==> config.mk <==
export PLATFORM = sky130hd
export DESIGN_NAME = motor_hbridge_drv_flat
export DESIGN_NICKNAME = d
export VERILOG_FILES = /design/src/rtl/motor_hbridge_drv_if.sv /design/src/rtl/motor_hbridge_drv.sv /design/src/flat_wrapper.sv
export SDC_FILE = /design/constraint.sdc
export NUM_CORES = 1
export LEC_CHECK = 0
export CAP_MARGIN = 20
export CORE_MARGIN = 2
export CORE_UTILIZATION = 40
export DETAILED_ROUTE_END_ITERATION = 10
export MAX_ROUTING_LAYER = met4
export PLACE_DENSITY_LB_ADDON = 0.15
export SLEW_MARGIN = 20
export SYNTH_ARGS = -nofsm -noshare
export SYNTH_HDL_FRONTEND = slang
export SYNTH_SLANG_ARGS = --single-unit
==> constraint.sdc <==
create_clock -name clk_sys -period 3.7 [get_ports clk_sys]
set_input_delay 0.555 -clock clk_sys [delete_from_list [all_inputs] [get_ports clk_sys]]
set_output_delay 0.555 -clock clk_sys [all_outputs]
set_load 0.03 [all_outputs]
==> src/rtl/motor_hbridge_drv_if.sv <==
// Signal bundle between the PWM/direction source (master) and one H-bridge drive stage (slave).
interface motor_hbridge_drv_if;
  logic       pwm_i;
  logic       dir_i;
  logic       en_i;
  logic       brake_i;
  logic       wdog_kick_i;
  logic [1:0] mt_o;
  logic       en_o;
  logic       dir_o;
  logic       busy_o;
  logic       fault_o;

  modport master (
    output pwm_i, dir_i, en_i, brake_i, wdog_kick_i,
    input  mt_o, en_o, dir_o, busy_o, fault_o
  );

  modport slave (
    input  pwm_i, dir_i, en_i, brake_i, wdog_kick_i,
    output mt_o, en_o, dir_o, busy_o, fault_o
  );
endinterface

==> src/rtl/motor_hbridge_drv.sv <==
// Per-wheel H-bridge drive stage: registered PWM/direction outputs, dead-time coast, active brake.
// Optional command watchdog is compiled in when MT_WDOG_EN is defined.
module motor_hbridge_drv #(
  parameter int unsigned DEADTIME_CYC = 64,
  parameter int unsigned DT_W         = 8,
  parameter int unsigned WDOG_CYC     = 1474560,
  parameter int unsigned WD_W         = 21
) (
  input  logic               clk_sys,
  input  logic               rst_sys,
  motor_hbridge_drv_if.slave hb
);

  localparam logic [DT_W-1:0] DT_LAST = DT_W'(DEADTIME_CYC - 1);

  typedef enum logic [1:0] {
    ST_IDLE     = 2'd0,
    ST_DEADTIME = 2'd1,
    ST_DRIVE    = 2'd2,
    ST_BRAKE    = 2'd3
  } state_t;

  state_t          r_state;
  logic [1:0]      r_mt;
  logic            r_en;
  logic            r_dir;
  logic            r_busy;
  logic            r_dir_in;
  logic [DT_W-1:0] r_dt_cnt;
  logic            w_block;

  // The two bridge legs are always driven in anti-phase while driving.
  function automatic logic [1:0] drive_mt(input logic dir, input logic pwm);
    return dir ? {pwm, ~pwm} : {~pwm, pwm};
  endfunction

  always_ff @(posedge clk_sys) begin
    if (rst_sys) begin
      r_state  <= ST_IDLE;
      r_mt     <= 2'b00;
      r_en     <= 1'b0;
      r_dir    <= 1'b0;
      r_busy   <= 1'b0;
      r_dir_in <= 1'b0;
      r_dt_cnt <= '0;
    end else begin
      r_dir_in <= hb.dir_i;
      if (w_block || !hb.en_i) begin
        r_state  <= ST_IDLE;
        r_mt     <= 2'b00;
        r_en     <= 1'b0;
        r_busy   <= 1'b0;
        r_dt_cnt <= '0;
      end else begin
        case (r_state)
          ST_IDLE: begin
            r_en     <= 1'b1;
            r_dt_cnt <= '0;
            if (hb.brake_i) begin
              r_state <= ST_BRAKE;
              r_mt    <= 2'b11;
              r_busy  <= 1'b0;
            end else begin
              r_state <= ST_DEADTIME;
              r_mt    <= 2'b00;
              r_busy  <= 1'b1;
            end
          end

          ST_DEADTIME: begin
            r_en <= 1'b1;
            if (hb.brake_i) begin
              r_state  <= ST_BRAKE;
              r_mt     <= 2'b11;
              r_busy   <= 1'b0;
              r_dt_cnt <= '0;
            end else if (hb.dir_i != r_dir_in) begin
              // A bouncing direction request must see a full quiet coast window.
              r_mt     <= 2'b00;
              r_busy   <= 1'b1;
              r_dt_cnt <= '0;
            end else if (r_dt_cnt == DT_LAST) begin
              r_state  <= ST_DRIVE;
              r_dir    <= hb.dir_i;
              r_mt     <= drive_mt(hb.dir_i, hb.pwm_i);
              r_busy   <= 1'b0;
              r_dt_cnt <= '0;
            end else begin
              r_mt     <= 2'b00;
              r_busy   <= 1'b1;
              r_dt_cnt <= r_dt_cnt + 1'b1;
            end
          end

          ST_DRIVE: begin
            r_en     <= 1'b1;
            r_dt_cnt <= '0;
            if (hb.brake_i) begin
              r_state <= ST_BRAKE;
              r_mt    <= 2'b11;
              r_busy  <= 1'b0;
            end else if (hb.dir_i != r_dir) begin
              r_state <= ST_DEADTIME;
              r_mt    <= 2'b00;
              r_busy  <= 1'b1;
            end else begin
              r_mt    <= drive_mt(r_dir, hb.pwm_i);
              r_busy  <= 1'b0;
            end
          end

          ST_BRAKE: begin
            r_en     <= 1'b1;
            r_dt_cnt <= '0;
            if (hb.brake_i) begin
              r_mt   <= 2'b11;
              r_busy <= 1'b0;
            end else begin
              // Leaving brake always coasts first; the legs were both high.
              r_state <= ST_DEADTIME;
              r_mt    <= 2'b00;
              r_busy  <= 1'b1;
            end
          end

          default: begin
            r_state  <= ST_IDLE;
            r_mt     <= 2'b00;
            r_en     <= 1'b0;
            r_busy   <= 1'b0;
            r_dt_cnt <= '0;
          end
        endcase
      end
    end
  end

`ifdef MT_WDOG_EN
  localparam logic [WD_W-1:0] WD_LAST = WD_W'(WDOG_CYC - 1);

  logic [WD_W-1:0] r_wd_cnt;
  logic            r_fault;
  logic            r_en_prev;
  logic            w_wd_hit;

  assign w_wd_hit = hb.en_i & ~hb.wdog_kick_i & ~r_fault & (r_wd_cnt == WD_LAST);
  assign w_block  = r_fault | w_wd_hit;

  always_ff @(posedge clk_sys) begin
    if (rst_sys) begin
      r_wd_cnt  <= '0;
      r_fault   <= 1'b0;
      r_en_prev <= 1'b0;
    end else begin
      r_en_prev <= hb.en_i;
      if (!hb.en_i || hb.wdog_kick_i || r_fault || w_wd_hit) begin
        r_wd_cnt <= '0;
      end else begin
        r_wd_cnt <= r_wd_cnt + 1'b1;
      end
      // Only a deliberate disable (en falling edge) or reset acknowledges a timeout.
      if (r_en_prev && !hb.en_i) begin
        r_fault <= 1'b0;
      end else if (w_wd_hit) begin
        r_fault <= 1'b1;
      end
    end
  end

  assign hb.fault_o = r_fault;
`else
  logic [WD_W:0] w_unused_wd;
  assign w_unused_wd = {hb.wdog_kick_i, WD_W'(WDOG_CYC)};
  assign w_block     = 1'b0;
  assign hb.fault_o  = 1'b0;
`endif

  assign hb.mt_o   = r_mt;
  assign hb.en_o   = r_en;
  assign hb.dir_o  = r_dir;
  assign hb.busy_o = r_busy;

endmodule
==> src/flat_wrapper.sv <==
// flat-port wrapper written by rule: the top's interface ports become plain ports
module motor_hbridge_drv_flat 
#(
  parameter int unsigned DEADTIME_CYC = 64,
  parameter int unsigned DT_W         = 8,
  parameter int unsigned WDOG_CYC     = 1474560,
  parameter int unsigned WD_W         = 21
)
  (clk_sys, rst_sys, hb_pwm_i, hb_dir_i, hb_en_i, hb_brake_i, hb_wdog_kick_i, hb_mt_o, hb_en_o, hb_dir_o, hb_busy_o, hb_fault_o);
  motor_hbridge_drv_if hb_i ();
  input  logic clk_sys;
  input  logic rst_sys;
  input wire logic [$bits(hb_i.pwm_i)-1:0] hb_pwm_i;
  input wire logic [$bits(hb_i.dir_i)-1:0] hb_dir_i;
  input wire logic [$bits(hb_i.en_i)-1:0] hb_en_i;
  input wire logic [$bits(hb_i.brake_i)-1:0] hb_brake_i;
  input wire logic [$bits(hb_i.wdog_kick_i)-1:0] hb_wdog_kick_i;
  output wire logic [$bits(hb_i.mt_o)-1:0] hb_mt_o;
  output wire logic [$bits(hb_i.en_o)-1:0] hb_en_o;
  output wire logic [$bits(hb_i.dir_o)-1:0] hb_dir_o;
  output wire logic [$bits(hb_i.busy_o)-1:0] hb_busy_o;
  output wire logic [$bits(hb_i.fault_o)-1:0] hb_fault_o;
  assign hb_i.pwm_i = hb_pwm_i;
  assign hb_i.dir_i = hb_dir_i;
  assign hb_i.en_i = hb_en_i;
  assign hb_i.brake_i = hb_brake_i;
  assign hb_i.wdog_kick_i = hb_wdog_kick_i;
  assign hb_mt_o = hb_i.mt_o;
  assign hb_en_o = hb_i.en_o;
  assign hb_dir_o = hb_i.dir_o;
  assign hb_busy_o = hb_i.busy_o;
  assign hb_fault_o = hb_i.fault_o;
  motor_hbridge_drv #(.DEADTIME_CYC(DEADTIME_CYC), .DT_W(DT_W), .WDOG_CYC(WDOG_CYC), .WD_W(WD_W)) u_core (.clk_sys(clk_sys), .rst_sys(rst_sys), .hb(hb_i));
endmodule
* Word level (Yosys, flattened, before mapping)
Index checks and enable logic that the tools add are counted.
** Storage, ports and cells
- Word-level logic and storage cells :: 58
- Output and inout bits :: 6
- Register bits :: 16
- Bits in read-only memories :: 0
- Input port bits :: 7
- Memory bits (writable) :: 0
- Bits in latches :: 0
- Memories :: 0
** Operators by class
- Multiplexer cells :: 29
- Divide/modulo/power cells :: 0
- Add/subtract/negate cells :: 1
- Bitwise gates (word level) :: 4
- Order comparisons :: 0
- Reduce and logical (&&, ||, !) cells :: 7
- $mul :: 0
- Eq/ne operators :: 10
- Shift-type cells :: 0
** Operators by type and width (count)
- 2-bit 2-to-1 mux :: 15
- 8-bit 2-to-1 mux :: 3
- 8-bit case mux with 2 select lines :: 1
- 8-bit by 1-bit adder with 8-bit output, second input constant :: 1
- 8-bit by 6-bit == test with 1-bit output, second input constant :: 1
- 2-bit case mux with 4 select lines :: 1
- 1-bit 2-to-1 mux :: 7
- 3-bit by 2-bit inequality test with 1-bit output, second input constant :: 2
- 2-bit case mux with 3 select lines :: 1
- 5-bit AND reduction :: 1
- 2-bit == test, second input constant :: 2
- 1-bit NOT :: 4
- 4-bit AND reduction :: 1
- 2-bit OR reduction :: 2
- 4-bit OR reduction :: 1
- 3-bit inequality test, second input constant :: 1
- 1-bit case mux with 3 select lines :: 1
- 3-bit OR reduction :: 1
- 2-bit by 1-bit == test with 1-bit output, second input constant :: 1
- 2-bit zero test :: 1
- 1-bit inequality test :: 2
- 2-bit inequality test, second input constant :: 1

* Depth between registers and ports, before layout
Gate-level depths: netlist (run 1).
- Depth after elaboration :: 6
- Mapped depth :: 6
- Depth with buffers taken out :: 6

* Worst setup path after synthesis (run 1)
OpenSTA, ideal clock, no wires.
- Path type :: input -> register
- Start :: input port hb_dir_i
- End :: register u_core.r_state[0]
- Cell stages on the path :: 5
- Data arrival time :: 1.997 ns
- Path buffers :: 1
- Data required time :: 3.584 ns
- Path slack :: 1.586 ns
- Setup time :: 0.116 ns
- Cells stage by stage :: buf_6 -> xor2_1 -> or4b_4 -> or4_1 -> o211a_1
** On the way
- Word-level cells in the longest chain between the ends :: 3
- Elaborated cells on any way between the ends :: 5
- Those cells by class :: eq/ne (4); reduce/logical (1)
** RTL lines
- start: declaration :: line flat_wrapper.sv:14 : input wire logic [$bits(hb_i.dir_i)-1:0] hb_dir_i;
- 1-bit inequality test (on tied branches) :: line motor_hbridge_drv.sv:102, motor_hbridge_drv.sv:77
- 3-bit by 2-bit inequality test with 1-bit output (no line) / 3-bit inequality test (equally long branches)
- 4-bit AND reduction (no line) (*)
- end signal: assignment :: line motor_hbridge_drv.sv:99 : r_state <= ST_BRAKE;
- end signal: assignment :: line motor_hbridge_drv.sv:103 : r_state <= ST_DEADTIME;
- end signal: assignment :: line motor_hbridge_drv.sv:120 : r_state <= ST_DEADTIME;
- end: declaration :: line motor_hbridge_drv.sv:23 : state_t r_state;
Every way passes the cells marked *; elsewhere a longest branch is shown, timed or not.
A chain may end at the register's enable or synchronous reset.

* Worst setup path after layout (run 1)
Ends and elaborated chain as after synthesis.

==> results.py, run 1 <==
metrics = {
    "status": {
        "status": "complete, no violations",
    },
    "routing": {
        "vias_per_cell": 5.203,
        "met2_length_um": 730,
        "wirelength_um": 1710,
        "drc": 0,
        "wl_per_cell_um": 12.39,
        "dr.pass1.iters": 4,
        "met1_length_um": 868,
        "route.met3.wl_um": 82,
        "routed.top_layer": "met4",
        "drtIter0Drc": 13,
        "drtAntennaViolNets": 0,
        "dr_total_vias": 718,
    },
    "synth": {
        "synth-edff-count": 0,
        "netlist_area_um2": 878.3,
        "yosys_register_bits": 16,
        "synth_area_leaders": "dfxtp_1 (36%), ha_1 (8.5%), nor2_1 (6.0%)",
        "synth_top_area_share_pct": 36.47,
        "syn_nets": 115,
        "syn_area_per_cell_um2": 8.611,
        "ys_types": 34,
        "ys_warn_count": 0,
        "syn-instance-count": 102,
        "synth_top_area_cell": "dfxtp_1",
        "async_reset_ff_share_pct": 0,
        "ys_top_cells_by_count": "dfxtp_1 (16), nor2_1 (14), inv_1 (7)",
        "synth_most_common_cell": "dfxtp_1",
        "synth_flop_cell": "dfxtp_1",
        "seq_area_frac_synth_pct": 36.47,
    },
    "cells_and_area": {
        "antennaDiodeCount": 0,
        "design_area_um2": 1008,
        "nNetsFinal": 126,
        "drive_gt1_share_pct": 3.604,
        "syn2layout_area_growth_pct": 14.82,
        "fillCellCount": 205,
    },
    "timing": {
        "slew_headroom_pct": 63.06,
        "fin_crit_sh_pct": 67.61,
        "rsz0062_at_grt": "no",
        "setup_viol": 0,
        "hold_viol": 0,
        "max_freq_mhz": 399.7,
        "drv_slew": 0,
        "fin_tns_setup_ns": 0,
        "layout_min_cycle_time_ns": 2.502,
        "worstMarginPinSlew_ns": 0.5504,
        "skew_ns": 0.001867,
    },
    "global_routing": {
        "first_global_vias": 700,
        "grt_overflow": 0,
        "antenna_found_initial": 0,
        "grt_max_degree": 12,
        "grt_pass1_wl_um": 3070,
        "grtUsageTotal_pct": 16.50,
    },
    "power": {
        "clockPowerShare_pct": 27.3,
        "intPower_w": 0.0002356,
        "leakage_nw": 0.3667,
        "seq_power_share_pct": 57.3,
        "p_comb_share_pct": 15.4,
        "p_switching_w": 0.00007840,
        "irDropWorstVdd_mv": 0.2698,
        "powerDensity_nw_per_um2": 311.4,
        "p_sw_share_pct": 24.97,
    },
    "floorplan": {
        "die_w_um": 50.86,
        "die_area_um2": 2587,
        "ioPinCount": 13,
        "row_count": 16,
        "initial_core_util_pct": 43.44,
        "core_area_um2": 2022,
        "fp.dieH_um": 50.86,
    },
    "critical_path": {
        "critPathCaptureType": "flop",
        "slowest_delay_ns": 0.61,
        "startpoint_type": "input pin",
        "critPathTopFamily": "simple AND/OR/NAND/NOR gates",
        "crit_type": "in -> reg",
        "crit_arrival_ns": 2.68,
        "crit_fanout": 10,
        "crit_buf_inv": 1,
        "crit_chain": "clkdlybuf4s50_1 -> xor2_1 -> or4b_4 -> or4_1 -> o211a_1",
        "crit_path_top_delay_cell": "clkdlybuf4s50_1",
        "cp.required_ns": 3.88,
    },
    "cts": {
        "ctsResizeCount": 0,
        "numCtsBuffers": 3,
        "h-tree-depth": 1,
        "cts_buffer_depth": 2,
        "clk_pin_slew_ns": 0.08,
        "cts_sinks": 16,
        "ctsHoldBuffers": 0,
        "root_buffer": "clkbuf_4",
        "tritoncts": "built",
        "clkLatencyLatePin_ns": 0.28,
        "post_cts_buffers": 0,
    },
    "placed_design": {
        "io_buffers": 10,
        "gp_congestion": 0.8081,
        "post-dp-hpwl_um": 1272,
        "dpl_cell_area_um2": 985.9,
    },
    "flow_run": {
        "drv_cap": 0,
    },
    "worst_hold_path": {
        "hp-class": "reg -> reg",
    },
}
==> kinds of logic (layout without fill, tap and decap cells) <==
kind of cell	Yosys count	after routing	share of synthesized area, %
AO/OA/AOI/OAI	17	17	12.68
XOR/XNOR	10	10	9.971
adder cells (fa/ha/maj)	6	6	8.547
buffers and inverters	11	20	5.984
flip-flops	16	16	36.47
other	1	1	0.4269
AND/OR/NAND/NOR	41	41	25.92
==> final timing paths <==
| kind | start | to | cells past startpoint | slack (ns) |
|---|---|---|---|---|
| hold reg to reg | u_core.r_dt_cnt[0] | u_core.r_dt_cnt[0] | 1 | 0.48 |
| hold / removal | u_core.r_dt_cnt[0] | u_core.r_dt_cnt[0] | 1 | 0.48 |
| setup / recovery | hb_dir_i | u_core.r_state[0] | 5 | 1.20 |
| setup reg to reg | u_core.r_dt_cnt[0] | u_core.r_state[0] | 5 | 1.66 |
==> power groups by stage <==
stage | clock [W] | combinational [W] | sequential, W
2_1_floorplan | 0 | 0.0000280 | 0.000189
3_3_place_gp | 0 | 0.0000467 | 0.000184
3_5_place_dp | 0 | 0.0000479 | 0.000184
4_1_cts | 0.0000904 | 0.0000483 | 0.000180
5_1_grt | 0.0000984 | 0.0000541 | 0.000181
6_report | 0.0000858 | 0.0000483 | 0.000180
==> stage by stage <==
step	utilization [%]	hold slack (ns)	power [W]	setup WS [ns]	instances
2_1_floorplan	-	0.4297	0.0002165	1.586	102
3_3_place_gp	48.76	0.4446	0.0002307	0.9192	135
3_5_place_dp	48.76	0.4743	0.0002320	0.9143	135
4_1_cts	49.88	0.4952	0.0003187	1.211	138
5_1_grt	49.88	0.5140	0.0003333	1.119	138
6_report	49.88	0.4797	0.0003140	1.198	138
==> per-layer routing <==
| layer | up-vias | track usage (%) |
|---|---|---|
| li1 | 366 | - |
| met1 | 331 | 18.93 |
| met5 | - | - |
| met3 | 4 | 5.848 |
| met4 | 0 | 5.405 |
| met2 | 17 | 26.97 |
==> layout by cell type, fill, tap and decap left out, drive strengths merged, types with 2 or more instances in the layout <==
cell / synthesis / layout
clkdlybuf4s50: 0 / 10
xor2: 5 / 5
nor3: 4 / 4
inv: 7 / 7
nor3b: 2 / 2
xnor2: 5 / 5
nand4: 2 / 2
ha: 6 / 6
clkbuf: 2 / 3
nand2b: 5 / 5
o21ai: 3 / 3
nand3: 3 / 3
nor2b: 2 / 2
or4: 2 / 2
nor2: 14 / 14
a21oi: 6 / 6
nand2: 2 / 2
dfxtp: 16 / 16
==> state kept, by name, indices dropped and copies added, names as in the netlist <==
signal,count
u_core.hb.busy_o,1
u_core.hb.mt_o,2
u_core.hb.dir_o,1
u_core.hb.en_o,1
u_core.r_dir_in,1
u_core.r_dt_cnt,8
u_core.r_state,2
==> layout make-up <==
class,count,area (µm²),share of cell area (%)
Inverter,7,26.28,2.605
Tap cell,27,33.78,3.350
Sequential cell,16,320.3,31.76
Multi-Input combinational cell,75,505.5,50.12
Timing Repair Buffer,10,100.1,9.926
Clock buffer,3,22.52,2.233
==> worst reg2reg max path, stage by stage, from the launching register on <==
cell and delay [ns]:
dfxtp_1 0.38, ha_1 0.25, inv_1 0.08, or4b_4 0.57
or4_1 0.53, o211a_1 0.14
No activity file was read; power rests on OpenSTA's default activity.
==> inputs of run 2 (changes only) <==
Clock period 3.7 ns to 2.4 ns, I/O delays scaled along.
==> run 2 against run 1 <==
Against the previous run: clock-buffer cell count is 1 higher; largest power group unchanged; sequential power up 54%; clock power up 110%; hold slack gained 0.00087 ns; first-iteration DRC count up 46%; routed wire length is 4.1% lower; critical path type is now reg -> reg; setup slack got worse by 0.82 ns; final cell count increased by 2.9%.
==> results.py, run 2 (same netlist as run 1, synthesis figures left out) <==
metrics = {
    "cts": {
        "post_cts_buffers": 0,
        "h-tree-depth": 1,
        "ctsHoldBuffers": 0,
        "clkLatencyLatePin_ns": 0.28,
        "tritoncts": "built",
        "ctsResizeCount": 0,
        "cts_buffer_depth": 2,
        "root_buffer": "clkbuf_4",
        "clk_pin_slew_ns": 0.10,
        "cts_sinks": 16,
        "numCtsBuffers": 3,
    },
    "routing": {
        "dr_total_vias": 700,
        "vias_per_cell": 4.930,
        "drtIter0Drc": 19,
        "drc": 0,
        "wl_per_cell_um": 11.55,
        "drtAntennaViolNets": 0,
        "dr.pass1.iters": 4,
        "wirelength_um": 1640,
    },
    "floorplan": {
        "initial_core_util_pct": 43.44,
        "core_area_um2": 2022,
        "die_w_um": 50.86,
        "row_count": 16,
        "fp.dieH_um": 50.86,
        "ioPinCount": 13,
        "die_area_um2": 2587,
    },
    "timing": {
        "rsz0062_at_grt": "no",
        "layout_min_cycle_time_ns": 2.025,
        "fin_crit_sh_pct": 84.38,
        "slew_headroom_pct": 63.80,
        "drv_slew": 0,
        "max_freq_mhz": 493.8,
        "hold_viol": 0,
        "skew_ns": 0.008536,
        "worstMarginPinSlew_ns": 0.5393,
        "setup_viol": 0,
        "fin_tns_setup_ns": 0,
    },
    "critical_path": {
        "crit_arrival_ns": 2.25,
        "crit_type": "reg -> reg",
        "cp.required_ns": 2.62,
        "startpoint_type": "flop",
        "critPathCaptureType": "flop",
        "crit_fanout": 8,
    },
    "power": {
        "fin_total_pwr_w": 0.0005306,
        "powerDensity_nw_per_um2": 507.9,
        "p_switching_w": 0.0001312,
        "p_sw_share_pct": 24.73,
        "intPower_w": 0.0003994,
        "leakage_nw": 0.3877,
        "seq_power_share_pct": 52.3,
        "irDropWorstVdd_mv": 0.2493,
        "p_comb_share_pct": 14.3,
        "clockPowerShare_pct": 33.4,
    },
    "cells_and_area": {
        "mostFrequentLayoutCell": "dfxtp_1",
        "design_area_um2": 1045,
        "drive_gt1_share_pct": 6.957,
        "antennaDiodeCount": 0,
        "largest_register": "u_core.r_dt_cnt",
        "syn2layout_area_growth_pct": 18.95,
        "nNetsFinal": 129,
        "mostFrequentLayoutCells": "dfxtp_1 (16), nor2_1 (14), clkdlybuf4s50_1 (10)",
        "largest_reg_flops": 8,
    },
    "global_routing": {
        "first_global_vias": 673,
        "grt_overflow": 0,
        "antenna_found_initial": 0,
        "grt_max_degree": 11,
        "grt_pass1_wl_um": 2801,
        "grtUsageTotal_pct": 14.65,
    },
    "flow_run": {
        "drv_cap": 0,
    },
    "placed_design": {
        "post-dp-hpwl_um": 1235,
        "dpl_cell_area_um2": 1008,
        "io_buffers": 10,
        "gp_congestion": 0.8043,
    },
    "worst_hold_path": {
        "hp-class": "reg -> reg",
    },
    "status": {
        "status": "complete, no violations",
    },
}
[run 2: area by class of cell]
cell class	instances	area [µm²]
multi-input combinational	75	505.5
inverter	7	26.28
tap	27	33.78
fill	198	977.2
timing repair buffer	13	122.6
clock buffer	4	36.28
sequential	16	320.3
[run 2: path summary, 6_finish.rpt]
kind,from,end,slack [ns],depth (start not counted)
worst max-delay path,u_core.r_state[0],u_core.r_dt_cnt[6],0.37,6
worst min-delay path,u_core.r_dt_cnt[0],u_core.r_dt_cnt[0],0.48,1
worst max register to register,u_core.r_state[0],u_core.r_dt_cnt[6],0.37,6
worst min register to register,u_core.r_dt_cnt[0],u_core.r_dt_cnt[0],0.48,1
[run 2: power by group through the flow]
stage / Clock (W) / Combinational [W] / Sequential, W
after global placement: 0 / 0.0000750 / 0.000284
final: 0.000177 / 0.0000759 / 0.000278
after global routing: 0.000198 / 0.0000843 / 0.000279
after detailed placement: 0 / 0.0000756 / 0.000284
after CTS: 0.000182 / 0.0000761 / 0.000278
after floorplan: 0 / 0.0000432 / 0.000291
[run 2: routing by layer]
layer  GRT usage [%]  vias to the layer above  routed length (µm)
met2           20.83                       13                 678
met3           3.801                        2                  62
met4           4.505                        0                   9
met1           20.36                      310                 889
li1                -                      375                   -
met5               -                        -                   0
[run 2: critical path, cell delays in order, from the launching register on]
cell,delay [ns]
dfxtp_1,0.46
inv_1,0.10
ha_1,0.28
or4_1,0.55
nor3_1,0.16
o21ai_1,0.23
nor2_1,0.16
[run 2: through the flow]
stage	instances	setup WS, ns	util (%)	hold WS [ns]
2_1_floorplan	102	0.4814	-	0.4291
3_3_place_gp	138	0.1022	49.88	0.4486
6_report	142	0.3749	51.67	0.4806
3_5_place_dp	138	0.1136	49.88	0.4654
5_1_grt	142	0.2200	51.67	0.5200
4_1_cts	142	0.3757	51.67	0.4864
